**config.mk**
```make
export PLATFORM = sky130hd
export DESIGN_NAME = clock_hms_core
export DESIGN_NICKNAME = d
export VERILOG_FILES = /design/src/rtl/clock_pkg.sv /design/src/rtl/tick_prescaler.sv /design/src/rtl/clock_hms_core.sv
export SDC_FILE = /design/constraint.sdc
export NUM_CORES = 1
export LEC_CHECK = 0
export ABC_AREA = 0
export BUFFER_PORTS_ARGS = -buffer_cell sky130_fd_sc_hd__buf_2
export CORE_MARGIN = 3
export CORE_UTILIZATION = 30
export DETAILED_ROUTE_END_ITERATION = 8
export PLACE_DENSITY = 0.51
export SLEW_MARGIN = 10
export SYNTH_ARGS = -nofsm -noshare
export SYNTH_HDL_FRONTEND = slang
export SYNTH_SLANG_ARGS = --single-unit
```
**constraint.sdc**
```tcl
create_clock -name clk -period 2.85 [get_ports clk]
set_input_delay 0.855 -clock clk [delete_from_list [all_inputs] [get_ports clk]]
set_output_delay 0.855 -clock clk [all_outputs]
set_load 0.05 [all_outputs]
```
**src/rtl/clock_pkg.sv**
```systemverilog
// clock_pkg
// Shared field widths, field limits and the 12-hour display decode for the
// time-of-day core. No ports; imported by clock_hms_core.
package clock_pkg;

  localparam int SEC_W  = 6;
  localparam int MIN_W  = 6;
  localparam int HOUR_W = 5;

  localparam logic [SEC_W-1:0]  SEC_MAX  = 6'd59;
  localparam logic [MIN_W-1:0]  MIN_MAX  = 6'd59;
  localparam logic [HOUR_W-1:0] HOUR_MAX = 5'd23;

  // 0 -> 12, 1..12 unchanged, 13..23 -> hour24-12
  function automatic logic [HOUR_W-1:0] to_12h(input logic [HOUR_W-1:0] hour24);
    if (hour24 == 5'd0)
      return 5'd12;
    else if (hour24 > 5'd12)
      return hour24 - 5'd12;
    else
      return hour24;
  endfunction

endpackage

```
**src/rtl/tick_prescaler.sv**
```systemverilog
// tick_prescaler
// Divides the enabled system clock down to a once-per-second strobe.
// Ports:
//   clk      in  system clock
//   rst      in  synchronous active-high reset
//   en       in  count enable; the counter holds when low
//   clr      in  restart the second (used by a time-set load)
//   tick_pre out combinational strobe, high in the cycle whose edge advances
module tick_prescaler #(
  parameter int TICKS_PER_SEC = 1000
) (
  input  logic clk,
  input  logic rst,
  input  logic en,
  input  logic clr,
  output logic tick_pre
);

  localparam int PRESC_W = (TICKS_PER_SEC > 1) ? $clog2(TICKS_PER_SEC) : 1;
  localparam logic [PRESC_W-1:0] TERM = PRESC_W'(TICKS_PER_SEC - 1);

  logic [PRESC_W-1:0] r_cnt;
  logic               w_term;

  // With TICKS_PER_SEC=1 the counter stays at 0 and every enabled cycle ticks.
  assign w_term   = (r_cnt == TERM);
  assign tick_pre = en & w_term;

  always_ff @(posedge clk) begin
    if (rst || clr)
      r_cnt <= '0;
    else if (en) begin
      if (w_term)
        r_cnt <= '0;
      else
        r_cnt <= r_cnt + PRESC_W'(1);
    end
  end

endmodule

```
**src/rtl/clock_hms_core.sv**
```systemverilog
// clock_hms_core
// Seconds/minutes/hours time-of-day counter with run-time 12/24-hour display,
// validated time-set load and a one-shot HH:MM alarm.
// Ports:
//   clk, rst                   clock, synchronous active-high reset
//   en                         counting enable
//   mode24                     1 = 24-hour display, 0 = 12-hour display
//   set_valid/_hour/_min/_sec  time load request (24-hour encoding)
//   alarm_en/_hour/_min        alarm arm and compare time
//   sec, min, hour, pm         current time (hour/pm decoded from hour24)
//   tick, alarm, set_err       one-cycle registered pulses
module clock_hms_core
  import clock_pkg::*;
#(
  parameter int TICKS_PER_SEC = 1000
) (
  input  logic              clk,
  input  logic              rst,
  input  logic              en,
  input  logic              mode24,
  input  logic              set_valid,
  input  logic [HOUR_W-1:0] set_hour,
  input  logic [MIN_W-1:0]  set_min,
  input  logic [SEC_W-1:0]  set_sec,
  input  logic              alarm_en,
  input  logic [HOUR_W-1:0] alarm_hour,
  input  logic [MIN_W-1:0]  alarm_min,
  output logic [SEC_W-1:0]  sec,
  output logic [MIN_W-1:0]  min,
  output logic [HOUR_W-1:0] hour,
  output logic              pm,
  output logic              tick,
  output logic              alarm,
  output logic              set_err
);

  logic [SEC_W-1:0]  r_sec;
  logic [MIN_W-1:0]  r_min;
  logic [HOUR_W-1:0] r_hour24;
  logic              r_tick;
  logic              r_alarm;
  logic              r_set_err;

  logic              w_tick_pre;
  logic              w_set_ok;
  logic              w_set_load;
  logic              w_adv;
  logic              w_alarm_hit;
  logic [SEC_W-1:0]  w_sec_nxt;
  logic [MIN_W-1:0]  w_min_nxt;
  logic [HOUR_W-1:0] w_hour_nxt;

  assign w_set_ok   = (set_hour <= HOUR_MAX) && (set_min <= MIN_MAX) && (set_sec <= SEC_MAX);
  assign w_set_load = set_valid & w_set_ok;

  // A valid load restarts the second, so the prescaler clear also swallows
  // any advance that would have landed on the same edge.
  tick_prescaler #(
    .TICKS_PER_SEC(TICKS_PER_SEC)
  ) u_presc (
    .clk     (clk),
    .rst     (rst),
    .en      (en),
    .clr     (w_set_load),
    .tick_pre(w_tick_pre)
  );

  assign w_adv = w_tick_pre & ~w_set_load;

  // Full carry chain resolved combinationally so all fields update at one edge.
  always_comb begin
    w_sec_nxt  = r_sec;
    w_min_nxt  = r_min;
    w_hour_nxt = r_hour24;
    if (r_sec == SEC_MAX) begin
      w_sec_nxt = '0;
      if (r_min == MIN_MAX) begin
        w_min_nxt  = '0;
        w_hour_nxt = (r_hour24 == HOUR_MAX) ? '0 : r_hour24 + HOUR_W'(1);
      end else begin
        w_min_nxt = r_min + MIN_W'(1);
      end
    end else begin
      w_sec_nxt = r_sec + SEC_W'(1);
    end
  end

  // Next-time values are always in range, so out-of-range alarm inputs never hit.
  assign w_alarm_hit = alarm_en && (w_sec_nxt == '0) &&
                       (w_min_nxt == alarm_min) && (w_hour_nxt == alarm_hour);

  always_ff @(posedge clk) begin
    if (rst) begin
      r_sec     <= '0;
      r_min     <= '0;
      r_hour24  <= '0;
      r_tick    <= 1'b0;
      r_alarm   <= 1'b0;
      r_set_err <= 1'b0;
    end else begin
      r_tick    <= w_adv;
      r_alarm   <= w_adv & w_alarm_hit;
      r_set_err <= set_valid & ~w_set_ok;
      if (w_set_load) begin
        r_sec    <= set_sec;
        r_min    <= set_min;
        r_hour24 <= set_hour;
      end else if (w_adv) begin
        r_sec    <= w_sec_nxt;
        r_min    <= w_min_nxt;
        r_hour24 <= w_hour_nxt;
      end
    end
  end

  assign sec     = r_sec;
  assign min     = r_min;
  assign hour    = mode24 ? r_hour24 : to_12h(r_hour24);
  assign pm      = (r_hour24 >= 5'd12);
  assign tick    = r_tick;
  assign alarm   = r_alarm;
  assign set_err = r_set_err;

endmodule
```
==> results of run 1 <==
==> synthesized netlist by cell type, drive strengths merged (8+ instances only) <==
cell type,number
a311oi,12
buf,10
nor2,42
inv,10
xor2,9
nand2,29
o21ai,9
clkbuf,9
a21oi,12
nand4,11
dfxtp,30
nand3,16
ha,8
nor3,8
xnor2,8
==> area by class of cell <==
cell class	instances	area share, %
Sequential cell	30	22.9
Clock buffer	7	3.28
Inverter	10	1.43
Multi-Input combinational cell	234	55.9
Clock inverter	1	0.190
Timing Repair Buffer	59	11.8
Tap cell	96	4.56
==> flip-flops by register name, summed over array words and instances (netlist names) <==
register / cells
sec: 6
u_presc.r_cnt: 10
set_err: 1
r_hour24: 5
alarm: 1
tick: 1
min: 6
==> how the worst max path moves through the flow <==
stage / start / to / slack [ps] / cells after the start
2_1_floorplan: r_hour24[3] / hour[3] / 260 / 5
3_3_place_gp: mode24 / hour[3] / 290 / 4
3_5_place_dp: mode24 / hour[3] / 280 / 4
4_1_cts: r_hour24[0] / hour[2] / 30 / 8
5_1_grt: r_hour24[1] / hour[2] / -10 / 8
6_report: r_hour24[1] / hour[2] / 120 / 8
==> critical path, stage by stage (launching register included) <==
cell and delay, ps:
dfxtp_1 420, inv_1 100, ha_1 220, nand2_1 100, nand3_1 110, a21oi_2 210, xnor2_1 140, nand2_1 70
buf_2 210
==> power by group through the flow <==
stage	sequential (mW)	combinational [mW]	clock (mW)
2_1_floorplan	0.521	0.184	0
3_3_place_gp	0.494	0.297	0
3_5_place_dp	0.493	0.298	0
4_1_cts	0.484	0.301	0.379
5_1_grt	0.490	0.329	0.390
6_report	0.485	0.301	0.365
==> routing by layer <==
| metal | wire length, µm | GRT usage [%] | vias up | share of wire [%] |
|---|---|---|---|---|
| li1 | - | - | 1170 | - |
| met1 | 3120 | 21.3 | 1036 | 49 |
| met2 | 2750 | 21.4 | 70 | 43 |
| met3 | 369 | 3.61 | 12 | 5.8 |
| met4 | 114 | 5.32 | 0 | 1.8 |
| met5 | 0 | 0 | - | 0 |
==> cell families (layout without fill, tap and decap cells) <==
kind of cell / count (synthesis) / in the layout / synth area share [%]
flops: 30 / 30 / 27.1
buf+inv: 29 / 77 / 6.78
fa+ha+maj: 8 / 8 / 4.52
xor+xnor: 17 / 17 / 6.72
simple gates: 136 / 136 / 31.1
mux: 4 / 4 / 1.81
compound gates: 69 / 69 / 22.0
==> repair_timing <==
action | CTS | global route
setup endpoints to repair | 1 | 2
resized for setup | 1 | 4
setup buffers | 0 | 0
==> stage by stage <==
| stage | setup WS (ps) | std cells | TNS, ps | hold slack, ps | cell area [µm²] |
|---|---|---|---|---|---|
| 5_1_grt | -10.3 | 437 | -10.3 | 545 | 2630 |
| 6_report | 119 | 437 | 0 | 532 | 2630 |
| 3_3_place_gp | 287 | 429 | 0 | 520 | 2530 |
| 4_1_cts | 33.0 | 437 | 0 | 533 | 2630 |
| 2_1_floorplan | 265 | 293 | 0 | 484 | 2220 |
| 3_5_place_dp | 284 | 429 | 0 | 521 | 2530 |
==> impl_metrics.yaml, run 1 <==
outcome:
  outcome: "complete, no violations"
logic_synthesis:
  ys_top_cells_by_area: "dfxtp_1 27%, nor2_1 6.9%, a311oi_1 4.7%"
  synth.largest_area_cell: "dfxtp_1"
  mappedNetlistArea_um2: 2220
  synth_flop_cell: "dfxtp_1"
  synth_enable_flop_cells: 0
  yosysWarningCount: 0
  synthDistinctLibCells: 52
  ys_ff_latch: 30
  cell_count_after_synthesis: 293
  post_synth.cell_area_avg_um2: 7.56
  synth.yosys.seq_area_share_pct: 27.1
  synth.top_cell.area_share_pct: 27.1
  ys_async_sr_fraction_pct: 0
  syn-num-nets: 335
clock_network:
  tritoncts.num_buffers: 5
  root_buffer: "clkbuf_8"
  clock_tree_from_tritoncts: "built"
  cts-hold-fix-buffers: 0
  numClockSinks: 30
  cts.htree.levels: 2
  clk_latency_ps: 290
  clock_pin_slew_reported_for_the_worst_setup_and_hold_paths_after_clock_tree_synthesis_ps: 70
  clk_path_buf_depth: 2
sta:
  fin_skew_ps: 5.63
  timing.final.hold_violations: 0
  max_clock_freq_mhz: 366
  finalCritPeriodShare_pct: 95.8
  tightest_slew_ps: 487
  number_of_max_slew_violations_in_the_final_report: 0
  setup_viol: 0
  final.min_clock_period_ps: 2730
  timing.max_slew.rel_slack_pct: 67.4
setup_path:
  worst-endpoint-arrival_ps: 1880
  crit_path_kind: "flip-flop to output port"
  worst-r2r-cell-count: 7
  reg2reg_setup_slack_ps: 420
  r2r-start: "sec[0]"
  reg2reg_to: "alarm"
  crit_path_start_kind: "flip-flop"
  setup.worst_path.end_class: "output port"
  worst-endpoint-required_ps: 2000
  crit_fanout: 5
die:
  ioPinCount: 55
  floorplan.initialDensity_pct: 31.7
  core_um2: 6980
  die_width_um: 91.9
  floorplan.die.height_um: 91.9
  die-area_um2: 8450
  num_rows: 30
global_route:
  grt_pass1_vias: 2072
  overall_routing_resource_usage_pct: 14.8
  grt_first_pass_wirelength_um: 10200
  globalRouteOverflowTotal: 0
  grt_max_degree: 35
  initial_antenna_violation_count: 0
layout:
  nFillCells: 798
  multi_input_comb_area_um2: 1470
  flow.area_growth_from_synthesis_pct: 18.9
  postLayoutCoreUtil_pct: 37.7
  drive_above_1_share_pct: 22.3
  ff_latch_area_um2: 603
  nets: 382
  antennaDiodeCount: 0
  mostFrequentLayoutCell: "buf_2"
  layout.cells.most_common_list: "53 x buf_2, 41 x nor2_1, 28 x dfxtp_1"
place:
  gp_congestion: 0.815
  portBuffers: 54
  detailed_place_hpwl_um: 4770
power_and_ir_drop:
  power.share.switching_pct: 35.9
  power_mw: 1.15
  power_switching_mw: 0.413
  power_frac_seq_pct: 42.1
  p_per_area_nw_per_um2: 437
  ir_worst_vdd_v: 0.000215
  combinational_group_share_of_total_power_pct: 26.1
  power.static_leakage_nw: 1.02
  power_report.internal_total_mw: 0.737
  share_clk_of_total_power_pct: 31.7
hold_path:
  holdPathEnd: "u_presc.r_cnt[9]"
  hp-class: "flip-flop to flip-flop"
  worst_hold_startpoint: "u_presc.r_cnt[9]"
  worstHoldPathCells: 2
route:
  detail_route.vias_per_cell: 5.24
  detail_route.wirelength_um: 6350
  drtPass1Iterations: 4
  drc: 0
  avgRoutedWirePerCell_um: 14.5
  total_vias_in_the_final_route: 2288
  postRouteAntennaNets: 0
  drt-initial-drc-count: 104
job:
  cap_violations: 0
(Power assumes the default switching activity.)
==> run 2: changes to the inputs <==
--- a/config.mk
+++ b/config.mk
@@ -12,4 +12,5 @@
 export DETAILED_ROUTE_END_ITERATION = 8
 export PLACE_DENSITY = 0.51
+export REMOVE_ABC_BUFFERS = 1
 export SLEW_MARGIN = 10
 export SYNTH_ARGS = -nofsm -noshare
==> constraint.sdc (replaced) <==
create_clock -name clk -period 2.85 [get_ports clk]
set_input_delay 0.57 -clock clk [delete_from_list [all_inputs] [get_ports clk]]
set_output_delay 0.57 -clock clk [all_outputs]
set_load 0.05 [all_outputs]
==> run 2 against run 1 <==
  * Via count down 2.9%
  * Global-route usage is 0.28 points higher
  * Worst setup slack improved by 190 ps
  * First-iteration DRC count is 13% lower
  * Clock-buffer cell count decreased by 1
  * Hold slack got worse by 1.8 ps
  * Largest cell class unchanged
  * Non-clock buffer count is 3 lower
  * Die area stayed put
  * Cell area shrank 0.48%
  * Utilization decreased by 0.18 points
==> impl_metrics.yaml, run 2 (synthesized netlist as in run 1, its figures left out) <==
outcome:
  outcome: "complete, no violations"
clock_network:
  clk_path_buf_depth: 2
  clock_pin_slew_reported_for_the_worst_setup_and_hold_paths_after_clock_tree_synthesis_ps: 70
  post_cts.repair.setup_buffers: 0
  clk_latency_ps: 280
  ctsResizeCount: 0
  tritoncts.num_buffers: 5
  cts-hold-fix-buffers: 0
  cts.htree.levels: 2
  root_buffer: "clkbuf_8"
  clock_tree_from_tritoncts: "built"
  numClockSinks: 30
setup_path:
  timing.critical_path.from: "r_hour24[0]"
  crit_path_kind: "flip-flop to output port"
  worst-endpoint-arrival_ps: 1970
  crit_path_start_kind: "flip-flop"
  setup.worst_path.end_class: "output port"
  worst-endpoint-required_ps: 2280
  crit_fanout: 6
  r2r-start: "min[0]"
route:
  highest-signal-layer: "met4"
  drt-initial-drc-count: 91
  avgRoutedWirePerCell_um: 14.3
  postRouteAntennaNets: 0
  detail_route.vias_per_cell: 5.13
  detail_route.wirelength_um: 6180
  total_vias_in_the_final_route: 2221
  wl_met2_um: 2690
  drtPass1Iterations: 4
  dr_wl_met3_um: 274
  detail_route.wirelength.met1_um: 3150
  drc: 0
sta:
  rsz0062_at_grt: "no"
  timing.max_slew.rel_slack_pct: 69.3
  fin_skew_ps: 8.66
  timing.hold.ws_ps: 530
  number_of_max_slew_violations_in_the_final_report: 0
  finalCritPeriodShare_pct: 89.1
  tightest_slew_ps: 459
  final.min_clock_period_ps: 2540
  setup_viol: 0
  fin_tns_setup_ps: 0
  max_clock_freq_mhz: 394
  timing.final.hold_violations: 0
power_and_ir_drop:
  p_per_area_nw_per_um2: 468
  power_mw: 1.23
  ir_worst_vdd_v: 0.000184
  power.static_leakage_nw: 1.01
layout:
  nFillCells: 779
  antennaDiodeCount: 0
  largest_register_ffs: 10
  layout.cells.most_common_list: "54 x buf_2, 41 x nor2_1, 30 x dfxtp_1"
  multi_input_comb_area_um2: 1470
  postLayoutCoreUtil_pct: 37.5
  mostFrequentLayoutCell: "buf_2"
  nets: 379
  flow.area_growth_from_synthesis_pct: 18.3
  post_layout_nonfiller_instances: 433
  drive_above_1_share_pct: 20.5
  ff_latch_area_um2: 601
  largest-register: "u_presc.r_cnt"
global_route:
  globalRouteOverflowTotal: 0
  initial_antenna_violation_count: 0
  grt_first_pass_wirelength_um: 10500
  overall_routing_resource_usage_pct: 15.1
  grt_max_degree: 35
  grt_pass1_vias: 2109
place:
  placedCellCount: 426
  detailed_place_hpwl_um: 4650
  gp_congestion: 0.827
  portBuffers: 54
hold_path:
  worst_hold_startpoint: "set_valid"
  hp-class: "input pin to flip-flop"
die:
  die-area_um2: 8450
  ioPinCount: 55
  floorplan.initialDensity_pct: 31.7
  floorplan.die.height_um: 91.9
  die_width_um: 91.9
  core_um2: 6980
  num_rows: 30
job:
  cap_violations: 0
## run 2: cell count changes in the layout (fill, tap and decap cells not counted), sizes merged
| cell | before | now |
|---|---|---|
| buf | 59 | 56 |
| clkbuf | 7 | 6 |
| bufinv | 0 | 1 |
| clkinv | 1 | 0 |
## run 2: metal layers
metal,vias up,track usage (%)
met5,-,0
met4,0,3.71
met3,6,3.04
met2,44,23.5
met1,1007,21.4
li1,1164,-
## run 2: final cells by class
type                            instances  share of cell area [%]
Clock buffer                            6                    3.15
Timing Repair Buffer                   56                    10.9
Tap cell                               96                    4.58
Clock inverter                          1                    1.15
Sequential cell                        30                    22.9
Inverter                               10                    1.43
Multi-Input combinational cell        234                    55.9
## run 2: through the flow
stage | instance area (µm²) | setup slack (ps)
floorplan | 2100 | 370
global placement | 2510 | 498
detailed placement | 2510 | 448
CTS | 2620 | 283
global route | 2620 | 141
finish | 2620 | 310
## run 2: final timing paths
kind | to | slack (ps) | cells past startpoint
worst max register to register | alarm | 410 | 7
worst max-delay path | hour[3] | 310 | 8
worst min register to register | u_presc.r_cnt[4] | 530 | 2
worst min-delay path | set_err | 530 | 3
## run 2: report_power, final
group | total (mW) | switching (mW) | internal [mW] | leakage, nW
sequential | 0.484 | 0.0428 | 0.441 | 0.246
clock | 0.448 | 0.168 | 0.280 | 0.0573
combinational | 0.296 | 0.197 | 0.0986 | 0.711
total | 1.23 | 0.408 | 0.820 | 1.01
## run 2: critical path, cell delays in order, from the launching register on
cell	delay (ps)
dfxtp_1	430
inv_1	130
ha_1	230
nand2_1	90
nand3_1	80
a21oi_1	270
nand2_1	90
o211ai_1	90
buf_2	280
